$ cat config.mk
export PLATFORM = sky130hd
export DESIGN_NAME = sevenseg_scan_controller_flat
export DESIGN_NICKNAME = d
export VERILOG_FILES = /design/src/rtl/sevenseg_scan_controller_if.sv /design/src/rtl/sevenseg_scan_controller.sv /design/src/flat_wrapper.sv
export SDC_FILE = /design/constraint.sdc
export NUM_CORES = 1
export LEC_CHECK = 0
export CAP_MARGIN = 40
export CELL_PAD_IN_SITES_DETAIL_PLACEMENT = 0
export CELL_PAD_IN_SITES_GLOBAL_PLACEMENT = 1
export CORE_ASPECT_RATIO = 2
export CORE_MARGIN = 4
export CORE_UTILIZATION = 51
export CTS_CLUSTER_SIZE = 24
export DETAILED_ROUTE_END_ITERATION = 12
export PLACE_DENSITY_LB_ADDON = 0.1
export SYNTH_ARGS = -nofsm -noshare
export SYNTH_HDL_FRONTEND = slang
export SYNTH_SLANG_ARGS = --single-unit
$ cat constraint.sdc
create_clock -name CLK -period 4.74 [get_ports CLK]
set_input_delay 0.474 -clock CLK [delete_from_list [all_inputs] [get_ports CLK]]
set_output_delay 0.474 -clock CLK [all_outputs]
set_load 0.01 [all_outputs]
$ cat src/rtl/sevenseg_scan_controller_if.sv
// rtl/sevenseg_scan_controller_if.sv - CPU write bus into the seven-segment scan controller
interface sevenseg_scan_controller_if;
   logic       BUS_WE;
   logic [7:0] ADDR;
   logic [7:0] DATA_IN;

   modport master (output BUS_WE, ADDR, DATA_IN);
   modport slave  (input  BUS_WE, ADDR, DATA_IN);
endinterface

$ cat src/rtl/sevenseg_scan_controller.sv
// rtl/sevenseg_scan_controller.sv - 4-digit common-anode display scanner with frame-synchronous register updates
// Optional leading-zero blanking: define SEVENSEG_LEADING_ZERO_BLANK_EN.
module sevenseg_scan_controller #(
   parameter logic [7:0] BASE_ADDR    = 8'hD0,
   parameter int         REFRESH_DIV  = 100000,
   parameter int         BLANK_CYCLES = 16,
   parameter int         CNT_WIDTH    = 17
) (
   input  logic                        CLK,
   input  logic                        RESET,
   sevenseg_scan_controller_if.slave   bus,
   output logic [3:0]                  SEG_SELECT,
   output logic [7:0]                  HEX_OUT,
   output logic                        FRAME_DONE
);

   localparam logic [CNT_WIDTH-1:0] CNT_LAST  = CNT_WIDTH'(REFRESH_DIV - 1);
   localparam logic [CNT_WIDTH-1:0] CNT_LIT   = CNT_WIDTH'(BLANK_CYCLES);
   localparam logic [7:0]           ADDR_LO   = BASE_ADDR;
   localparam logic [7:0]           ADDR_HI   = BASE_ADDR + 8'd1;
   localparam logic [7:0]           ADDR_CTRL = BASE_ADDR + 8'd2;

   logic [15:0]          shadow_digits;
   logic [7:0]           shadow_ctrl;
   logic [15:0]          active_digits;
   logic [7:0]           active_ctrl;
   logic [CNT_WIDTH-1:0] cnt;
   logic [1:0]           idx;

   logic       slot_end;
   logic       frame_end;
   logic [3:0] cur_digit;
   logic       cur_en;
   logic       cur_dp;
   logic       zero_blank;
   logic       lit;

   function automatic logic [6:0] seg_decode(input logic [3:0] n);
      case (n)
         4'h0: seg_decode = 7'h40;
         4'h1: seg_decode = 7'h79;
         4'h2: seg_decode = 7'h24;
         4'h3: seg_decode = 7'h30;
         4'h4: seg_decode = 7'h19;
         4'h5: seg_decode = 7'h12;
         4'h6: seg_decode = 7'h02;
         4'h7: seg_decode = 7'h78;
         4'h8: seg_decode = 7'h00;
         4'h9: seg_decode = 7'h10;
         4'hA: seg_decode = 7'h08;
         4'hB: seg_decode = 7'h03;
         4'hC: seg_decode = 7'h46;
         4'hD: seg_decode = 7'h21;
         4'hE: seg_decode = 7'h06;
         4'hF: seg_decode = 7'h0E;
      endcase
   endfunction

   assign slot_end  = (cnt == CNT_LAST);
   assign frame_end = slot_end && (idx == 2'd3);
   assign cur_digit = active_digits[{idx, 2'b00} +: 4];
   assign cur_en    = active_ctrl[idx];
   assign cur_dp    = active_ctrl[{1'b1, idx}];

`ifdef SEVENSEG_LEADING_ZERO_BLANK_EN
   // A digit is a leading zero when it and every higher digit hold 0; digit 0 always shows.
   logic [3:0] lead_zero;
   assign lead_zero[3] = (active_digits[15:12] == 4'h0);
   assign lead_zero[2] = lead_zero[3] && (active_digits[11:8] == 4'h0);
   assign lead_zero[1] = lead_zero[2] && (active_digits[7:4] == 4'h0);
   assign lead_zero[0] = 1'b0;
   assign zero_blank   = lead_zero[idx];
`else
   assign zero_blank   = 1'b0;
`endif

   assign lit = (cnt >= CNT_LIT) && cur_en && !zero_blank;

   always_ff @(posedge CLK or posedge RESET) begin
      if (RESET) begin
         shadow_digits <= '0;
         shadow_ctrl   <= 8'h0F;
         active_digits <= '0;
         active_ctrl   <= 8'h0F;
         cnt           <= '0;
         idx           <= '0;
         FRAME_DONE    <= 1'b0;
         SEG_SELECT    <= 4'hF;
         HEX_OUT       <= 8'hFF;
      end else begin
         cnt <= slot_end ? '0 : cnt + 1'b1;
         if (slot_end)
            idx <= idx + 2'd1;

         if (bus.BUS_WE) begin
            case (bus.ADDR)
               ADDR_LO:   shadow_digits[7:0]  <= bus.DATA_IN;
               ADDR_HI:   shadow_digits[15:8] <= bus.DATA_IN;
               ADDR_CTRL: shadow_ctrl         <= bus.DATA_IN;
               default:   ;
            endcase
         end

         // Non-blocking copy picks up the pre-write shadow when a write hits the boundary cycle.
         if (frame_end) begin
            active_digits <= shadow_digits;
            active_ctrl   <= shadow_ctrl;
         end
         FRAME_DONE <= frame_end;

         if (lit) begin
            SEG_SELECT <= ~(4'b0001 << idx);
            HEX_OUT    <= {~cur_dp, seg_decode(cur_digit)};
         end else begin
            SEG_SELECT <= 4'hF;
            HEX_OUT    <= 8'hFF;
         end
      end
   end

endmodule

$ cat src/flat_wrapper.sv
// flat-port wrapper written by rule: the top's interface ports become plain ports
module sevenseg_scan_controller_flat 
#(
   parameter logic [7:0] BASE_ADDR    = 8'hD0,
   parameter int         REFRESH_DIV  = 100000,
   parameter int         BLANK_CYCLES = 16,
   parameter int         CNT_WIDTH    = 17
)
  (CLK, RESET, SEG_SELECT, HEX_OUT, FRAME_DONE, bus_BUS_WE, bus_ADDR, bus_DATA_IN);
  sevenseg_scan_controller_if bus_i ();
  input  logic CLK;
  input  logic RESET;
  output logic [3:0] SEG_SELECT;
  output logic [7:0] HEX_OUT;
  output logic FRAME_DONE;
  input wire logic [$bits(bus_i.BUS_WE)-1:0] bus_BUS_WE;
  input wire logic [$bits(bus_i.ADDR)-1:0] bus_ADDR;
  input wire logic [$bits(bus_i.DATA_IN)-1:0] bus_DATA_IN;
  assign bus_i.BUS_WE = bus_BUS_WE;
  assign bus_i.ADDR = bus_ADDR;
  assign bus_i.DATA_IN = bus_DATA_IN;
  sevenseg_scan_controller #(.BASE_ADDR(BASE_ADDR), .REFRESH_DIV(REFRESH_DIV), .BLANK_CYCLES(BLANK_CYCLES), .CNT_WIDTH(CNT_WIDTH)) u_core (.CLK(CLK), .RESET(RESET), .bus(bus_i), .SEG_SELECT(SEG_SELECT), .HEX_OUT(HEX_OUT), .FRAME_DONE(FRAME_DONE));
endmodule
== Word level (Yosys, flattened, before mapping) ==
Memory sizes are Yosys's and may differ from the RTL's.
Cells that the tools add are included.
Storage, ports and cells
  register bits: 80
  ROM bits: 112
  output and inout port bits: 13
  word-level logic and storage cells: 37
  memories kept: 1
Memories
  (no name shown): words 16, bits a word 7, read ports 1, clocked after memory_dff 0, write ports 0, RTL line sevenseg_scan_controller.sv:39  | case (n)
Cells by class
  add/sub/neg operators: 2
  $lt $le $gt $ge: 3
  equal/unequal tests: 5
  shift operators: 2
  muxes and demuxes: 7
  bitwise operators: 2
  reductions and logical operators: 5
Operators with widths (count)
  $eq 8x8->1 const B: 3
  $add 17x1->17 const B: 1
  $eq 17x17->1 const B: 1
  $ge 17x5->1 const B: 1
  $mux 17: 1
  $shiftx 16x5->4: 1
  $mux 8: 1
  $reduce_and 2->1: 3
  $bmux 1 s2: 2
  $lt 2x4->1 const B: 1
  $lt 3x4->1 const B: 1
  $mux 4: 1
  $not 4->4: 1
  $shl 1x2->4 const A: 1
  $add 2x1->2 const B: 1
  $eq 2x2->1 const B: 1
  $logic_and 1x1->1: 2
  $mux 1: 2
  $not 1->1: 1

== Longest topological paths before layout ==
Gate-level depths: netlist (run 1).
  depth after elaboration: 4
  depth in mapped cells: 7
  depth with buffers taken out: 6

== Worst setup path before layout (run 1) ==
OpenSTA, ideal clock, no wires.
  path type: input to register
  start: input bus_ADDR[3]
  end: register u_core.shadow_digits[10]
  data arrival time: 1.943 ns
  setup slack: 2.672 ns
  cell stages on the path: 4
  buffers on the path: 1
  cell sequence: or4_1 > clkbuf_1 > nor3b_2 > mux2_2
On the way
  longest elaborated chain between the ends: 2
RTL lines
  start, declared: RTL line flat_wrapper.sv:17  | input wire logic [$bits(bus_i.ADDR)-1:0] bus_ADDR;
  $eq 8x8->1: RTL line sevenseg_scan_controller.sv:96  | case (bus.ADDR)
  $reduce_and 2->1 (no line)
  end signal, assigned: RTL line sevenseg_scan_controller.sv:98  | ADDR_HI: shadow_digits[15:8] <= bus.DATA_IN;
  end, declared: RTL line sevenseg_scan_controller.sv:23  | logic [15:0] shadow_digits;
No other way between the ends.
A chain may end at the register's enable or synchronous reset.

== Final worst setup path (run 1) ==
  start: input bus_BUS_WE
  end: register u_core.shadow_digits[11]
On the way
  longest elaborated chain between the ends: 1
RTL lines
  start, declared: RTL line flat_wrapper.sv:16  | input wire logic [$bits(bus_i.BUS_WE)-1:0] bus_BUS_WE;
  $reduce_and 2->1 (no line)
No other way between the ends.

==> metrics.yaml, run 1 <==
gr-usage-all-layers_pct: 17.23
path_clk_slew_ns: 0.05
hold_viol: 0
overflow: 0
dp_hpwl_mm: 4.792
synth_nets: 302
clockBufferDepth: 2
ir_drop_uv: 257.6
layout-drive-gt1-share_pct: 32.80
cts_root_buf: "clkbuf_16"
yosysWarnings: 0
worstPathMaxFanout: 8
cts.sinks: 80
grt_max_degree: 41
grt_pass1_vias: 2245
r2r_cells: 4
critPathKind: "in2reg"
vias_per_cell: 5.362
cts_setup_buffers: 0
htree_levels: 3
setup_violations: 0
diodes: 0
start_util_pct: 53.03
yosysUniqueCellTypes: 41
wl_per_cell_um: 16.27
p_per_area_nw_per_um2: 334.5
nNetsFinal: 337
hold_buffers: 0
synthArstFlopShare_pct: 100.0
synth_area_leaders: "dfrtp_1 40%, dfstp_2 14%, mux2_2 8.7%, mux2_4 8.0%, mux4_2 4.2%"
timing.setup.tns_ns: 0
yosysTopAreaCellShare_pct: 40.17
final_core_utilization_pct: 63.02
wl_mm: 6.523
synth_edf_count: 0
syn_to_final_growth_pct: 18.85
synth_top_area_cell: "dfrtp_1"
io_buffers: 31
antenna_found_initial: 0
min_period_ns: 2.378
chipWidth_um: 68.53
slew-limit-headroom_pct: 47.68
maxSlewViolCount: 0
cts_tree: "done"
cts_resized: 0
syn_inst: 271
cp-start-kind: "input port"
fin_skew_ns: 0.006307
synth_area_um2: 3737
cts_buffers: 9
gp_congestion: 0.7372
yosysSeqAreaShare_pct: 54.24
vias: 2150
p_leak_nw: 2.055
worst_setup_path_end_kind: "flip-flop"
critPathArrivalTime_ns: 2.59
worstPathRequired_ns: 4.95
hold_class: "in2async"
drtAntennaViolNets: 0
clkLatencyLatePin_ns: 0.33
die_h_um: 129.1
grt_pass1_wl_mm: 10.96
synth_ff_type: "dfrtp_1"
power.total_w: 0.001486
outcome: "finished, final reports clean"
worst_pin_slew_ns: 0.7806
die_area_um2: 8844
avgSynthCellArea_um2: 13.79
drc: 0
maxCapViolCount: 0
core_area_um2: 7048
rows: 43
timing.final.crit_share_pct: 50.18
dr.pass1.iters: 4
rsz0062_at_grt: "false"
fmaxAchievable_ghz: 0.4205
io_pins: 32
drtIter0Drc: 156
ys_seq_elements: 80
==> power breakdown <==
group,internal [W],switching (W)
clock network,0.000489,0.000253
registers,0.000695,0.00000482
logic,0.0000234,0.0000206
==> per-layer routing <==
layer,wire length [um],vias to the layer above,GRT usage (%),part of all wire [%]
li1,-,1026,-,-
met1,2519,1076,18.17,39
met2,3648,38,30.76,56
met3,226,10,4.423,3.5
met4,129,0,7.737,2.0
met5,0,-,0,0
==> flip-flops by register name, indices dropped and copies added (netlist names) <==
| register | cells |
|---|---|
| u_core.shadow_ctrl | 8 |
| u_core.HEX_OUT | 8 |
| u_core.active_digits | 16 |
| u_core.shadow_digits | 16 |
| u_core.cnt | 17 |
| u_core.FRAME_DONE | 1 |
| u_core.idx | 2 |
| u_core.SEG_SELECT | 4 |
| u_core.active_ctrl | 8 |
==> metrics by stage <==
step                cells  instance area, um2  worst slack, ns  hold WS (ns)
finish                401                4442            2.362        0.4037
global placement      384                4096            2.036        0.4634
global route          401                4442            2.282        0.4152
CTS                   401                4442            2.337        0.3984
floorplan             271                3737            2.247        0.4467
detailed placement    385                4116            1.984        0.4711
==> final timing paths <==
check,from,to,slack (ns)
max,bus_BUS_WE,u_core.shadow_digits[11],2.36
min,RESET,u_core.active_digits[3],0.40
max reg2reg,u_core.idx[0],u_core.active_digits[1],2.50
min reg2reg,u_core.cnt[0],u_core.cnt[0],0.47
max in group asynchronous,RESET,u_core.active_ctrl[3],3.32
min in group CLK,u_core.cnt[0],u_core.cnt[0],0.47
==> kinds of logic (layout without fill, tap and decap cells) <==
kind of cell             Yosys count  in the layout  synth area share (%)
adder cells (fa/ha/maj)           12             12                 4.017
multiplexers                      57             57                 21.29
flip-flops                        80             80                 54.23
buffers and inverters             20             60                 3.113
AO/OA/AOI/OAI                     18             18                 3.281
AND/OR/NAND/NOR                   67             67                 10.08
XOR/XNOR                          17             17                 3.984
==> layout make-up <==
| type | count | area, um2 |
|---|---|---|
| multi-input cells | 171 | 1594 |
| fillers | 546 | 2606 |
| clock inverters | 3 | 65.06 |
| repair buffers | 34 | 345.3 |
| flip-flops and latches | 80 | 2027 |
| well taps | 90 | 112.6 |
| clock buffers | 13 | 260.3 |
| inverters | 10 | 37.54 |
==> cell usage in the layout (no fill, tap or decap), types with 2 or more instances in the layout <==
cell type,netlist,layout
xnor2_1,6,6
o211ai_1,4,4
o21a_1,2,2
xor2_1,11,11
and3_1,3,3
ha_1,12,12
dfrtp_1,60,60
clkbuf_8,0,2
nor3_1,3,3
mux2_2,29,29
o21ai_0,4,4
dfstp_2,20,20
mux4_2,7,7
clkbuf_1,6,2
nand4_1,6,6
or4_1,4,4
bufinv_16,0,2
buf_4,0,2
or2_2,2,2
o31ai_1,3,3
nand3_1,7,7
nor3b_1,2,2
nand2_1,18,18
inv_1,10,9
clkbuf_16,0,9
a21oi_1,3,3
mux2_4,20,20
clkdlybuf4s50_1,0,31
nor2_1,11,11
==> critical path: stages <==
cell             delay [ns]
clkdlybuf4s50_1        0.46
nand4_1                0.09
or4_1                  0.51
nor3b_2                0.65
mux2_2                 0.41
==> synthesized netlist by cell type (2+ instances only) <==
library cell   n
nor3_1         3
mux2_2        29
o21ai_0        4
a21oi_1        3
dfstp_2       20
nor3b_1        2
nor2_1        11
or4_1          4
nand2_1       18
mux2_4        20
o31ai_1        3
or2_2          2
dfrtp_1       60
mux4_2         7
nand4_1        6
o21a_1         2
nand3_1        7
buf_12         2
ha_1          12
xnor2_1        6
and3_1         3
clkbuf_1       6
inv_1         10
o211ai_1       4
xor2_1        11
No activity file was read; power rests on OpenSTA's default activity.
==> run 2: changes to the inputs <==
--- a/config.mk
+++ b/config.mk
@@ -10,7 +10,7 @@
 export CELL_PAD_IN_SITES_GLOBAL_PLACEMENT = 1
 export CORE_ASPECT_RATIO = 2
 export CORE_MARGIN = 4
-export CORE_UTILIZATION = 51
+export CORE_UTILIZATION = 43
 export CTS_CLUSTER_SIZE = 24
 export DETAILED_ROUTE_END_ITERATION = 12
 export PLACE_DENSITY_LB_ADDON = 0.1
==> constraint.sdc (replaced) <==
create_clock -name CLK -period 2 [get_ports CLK]
set_input_delay 0.2 -clock CLK [delete_from_list [all_inputs] [get_ports CLK]]
set_output_delay 0.2 -clock CLK [all_outputs]
set_load 0.01 [all_outputs]
==> run 2 against run 1 <==
  * Sequential power increased by 140%
  * Final cell count grew 10%
  * Combinational power increased by 140%
  * Setup slack worse by 2.3 ns
  * Worst hold slack lost 0.12 ns
  * Wire length grew 18%
  * Design area rose by 6.3%
  * Critical path type is now reg2reg
==> metrics.yaml, run 2 (synthesis gave the netlist of run 1 again) <==
grt_max_degree: 63  # +54%
ir_drop_uv: 553.3  # +110%
drtIter0Drc: 135  # -13%
grt_pass1_wl_mm: 12.38  # +13%
maxSlewViolCount: 0  # unchanged
rows: 47  # +9.3%
chipWidth_um: 73.92  # +7.9%
outcome: "finished, final reports clean"
die_h_um: 139.8  # +8.4%
clockBufferDepth: 2  # unchanged
layout_commonest_cell: "dfrtp_1"
place_ws_ns: -0.1339  # -2.118 ns
worst_slack_ns: 0.05790  # -2.304 ns
critPathKind: "reg2reg"
crit_chain: "nand3_1, or2_4, or4_4, clkbuf_16, mux2_4"
power_frac_clock_pct: 45.5  # -4.4 points
largest_reg_flops: 17  # unchanged
clkLatencyLatePin_ns: 0.33  # about the same
fin_skew_ns: 0.008626  # +0.002320 ns
pwr-share-seq_pct: 51.2  # +4.1 points
intPower_w: 0.002576  # +110%
cp-start-kind: "flip-flop"
cpMaxStageDelayCell: "or4_4"
gr-usage-all-layers_pct: 16.26  # -0.97 points
worst_setup_path_end_kind: "flip-flop"
cts_buffers: 9  # unchanged
fmaxAchievable_ghz: 0.5149
cts_root_buf: "clkbuf_16"
hold_class: "in2async"
dp_hpwl_mm: 5.622  # +17%
overflow: 0  # unchanged
place_area_um2: 4308  # +4.7%
syn_to_final_growth_pct: 26.28
io_buffers: 31  # unchanged
cts.sinks: 80  # unchanged
drc: 0  # unchanged
die_area_um2: 10340  # +17%
p_leak_nw: 2.214  # +7.7%
worst_pin_slew_ns: 0.5017  # -0.2788 ns
htree_levels: 3  # unchanged
wl_mm: 7.729  # +18%
top_register: "u_core.cnt"
power_switching_w: 0.0006692  # +140%
fin_area_um2: 4720  # +6.3%
maxCapViolCount: 0  # unchanged
top_regs: "u_core.cnt x17, u_core.active_digits x16, u_core.shadow_digits x16"
gp_congestion: 0.7587  # +2.9%
vias: 2273  # +5.7%
path_delay_family: "simple AND/OR/NAND/NOR gates"
antenna_found_initial: 0  # unchanged
switching_share_pct: 20.62  # +1.9 points
layout_common_cells: "58 x dfrtp_1, 32 x buf_4, 31 x clkdlybuf4s50_1"
vias_per_cell: 5.143  # -4.1%
worstPathRequired_ns: 2.22  # -2.73 ns
min_period_ns: 1.942
critPathArrivalTime_ns: 2.16  # -0.43 ns
timing.final.crit_share_pct: 97.11
diodes: 0  # unchanged
dr.pass1.iters: 4  # unchanged
nNetsFinal: 370  # +9.8%
layout-drive-gt1-share_pct: 40.41  # +7.6 points
grt_pass1_vias: 2408  # +7.3%
slew-limit-headroom_pct: 66.55  # +19 points
core_area_um2: 8409  # +19%
p_per_area_nw_per_um2: 687.6  # +110%
path_clk_slew_ns: 0.06  # about the same
worstPathMaxFanout: 6  # -2
start_util_pct: 44.44  # -8.6 points
pwr-share-comb_pct: 3.3  # +0.3 points
hold_buffers: 0  # unchanged
path_buf_inv: 1  # unchanged
wl_per_cell_um: 17.49  # +7.5%
hold_viol: 0  # unchanged
cts_tree: "done"
setup_violations: 0  # unchanged
critPathMaxStageDelay_ns: 0.59  # -0.06 ns
io_pins: 32  # unchanged
final_core_utilization_pct: 56.12  # -6.9 points
drtAntennaViolNets: 0  # unchanged
power.total_w: 0.003245  # +120%
rsz0062_at_grt: "true"
timing.setup.tns_ns: 0  # unchanged
## run 2: power by group through the flow
| stage | clock network (W) | registers, W | logic, W |
|---|---|---|---|
| 6_report | 0.00148 | 0.00166 | 0.000107 |
| 5_1_grt | 0.00158 | 0.00166 | 0.000120 |
| 4_1_cts | 0.00153 | 0.00166 | 0.000112 |
| 3_5_place_dp | 0 | 0.00169 | 0.000112 |
| 3_3_place_gp | 0 | 0.00169 | 0.000109 |
| 2_1_floorplan | 0 | 0.00168 | 0.0000473 |
## run 2: final timing paths
path                                      from                 endpoint  slack [ns]  depth (start not counted)
worst max-delay path            u_core.cnt[15]  u_core.active_digits[4]        0.06                          5
worst min-delay path                     RESET           u_core.cnt[14]        0.29                          3
worst max register to register  u_core.cnt[15]  u_core.active_digits[4]        0.06                          5
worst min register to register   u_core.cnt[0]            u_core.cnt[0]        0.48                          1
max in group asynchronous                RESET    u_core.active_ctrl[0]        1.37                          3
min in group CLK                 u_core.cnt[0]            u_core.cnt[0]        0.48                          1
## run 2: cell type report
class / count / area, um2
inverters: 10 / 41.29
multi-input cells: 171 / 1613
clock inverters: 3 / 20.02
flip-flops and latches: 80 / 2029
fillers: 728 / 3690
clock buffers: 13 / 250.2
well taps: 98 / 122.6
repair buffers: 67 / 643.1
## run 2: worst min-delay path: cells and delay by family
family,cells,cell delay [ns]
buffers and inverters,3,0.79
## run 2: per-layer routing
| metal | share of wire [%] | global-route usage, % |
|---|---|---|
| met1 | 37 | 16.84 |
| met2 | 59 | 30.06 |
| met3 | 2.7 | 3.899 |
| met4 | 1.6 | 6.208 |
| met5 | 0 | 0 |
## run 2: what timing repair did
action                     4_1_cts  5_1_grt
buffers inserted                 2        7
setup endpoints to repair       28       30
gates cloned                     1        1
pin swaps                        1        1
gates resized for setup          3        6
## run 2: stage by stage
stage | cells | hold slack [ns]
3_5_place_dp | 415 | 0.4733
3_3_place_gp | 415 | 0.4674
4_1_cts | 434 | 0.2905
6_report | 442 | 0.2874
5_1_grt | 442 | 0.3114
2_1_floorplan | 271 | 0.3347
==> run 3: changes to the inputs <==
--- a/config.mk
+++ b/config.mk
@@ -5,7 +5,6 @@
 export SDC_FILE = /design/constraint.sdc
 export NUM_CORES = 1
 export LEC_CHECK = 0
-export CAP_MARGIN = 40
 export CELL_PAD_IN_SITES_DETAIL_PLACEMENT = 0
 export CELL_PAD_IN_SITES_GLOBAL_PLACEMENT = 1
 export CORE_ASPECT_RATIO = 2
==> results of run 3 <==
The final DEF is identical to that of run 2; final timing and power are the same.
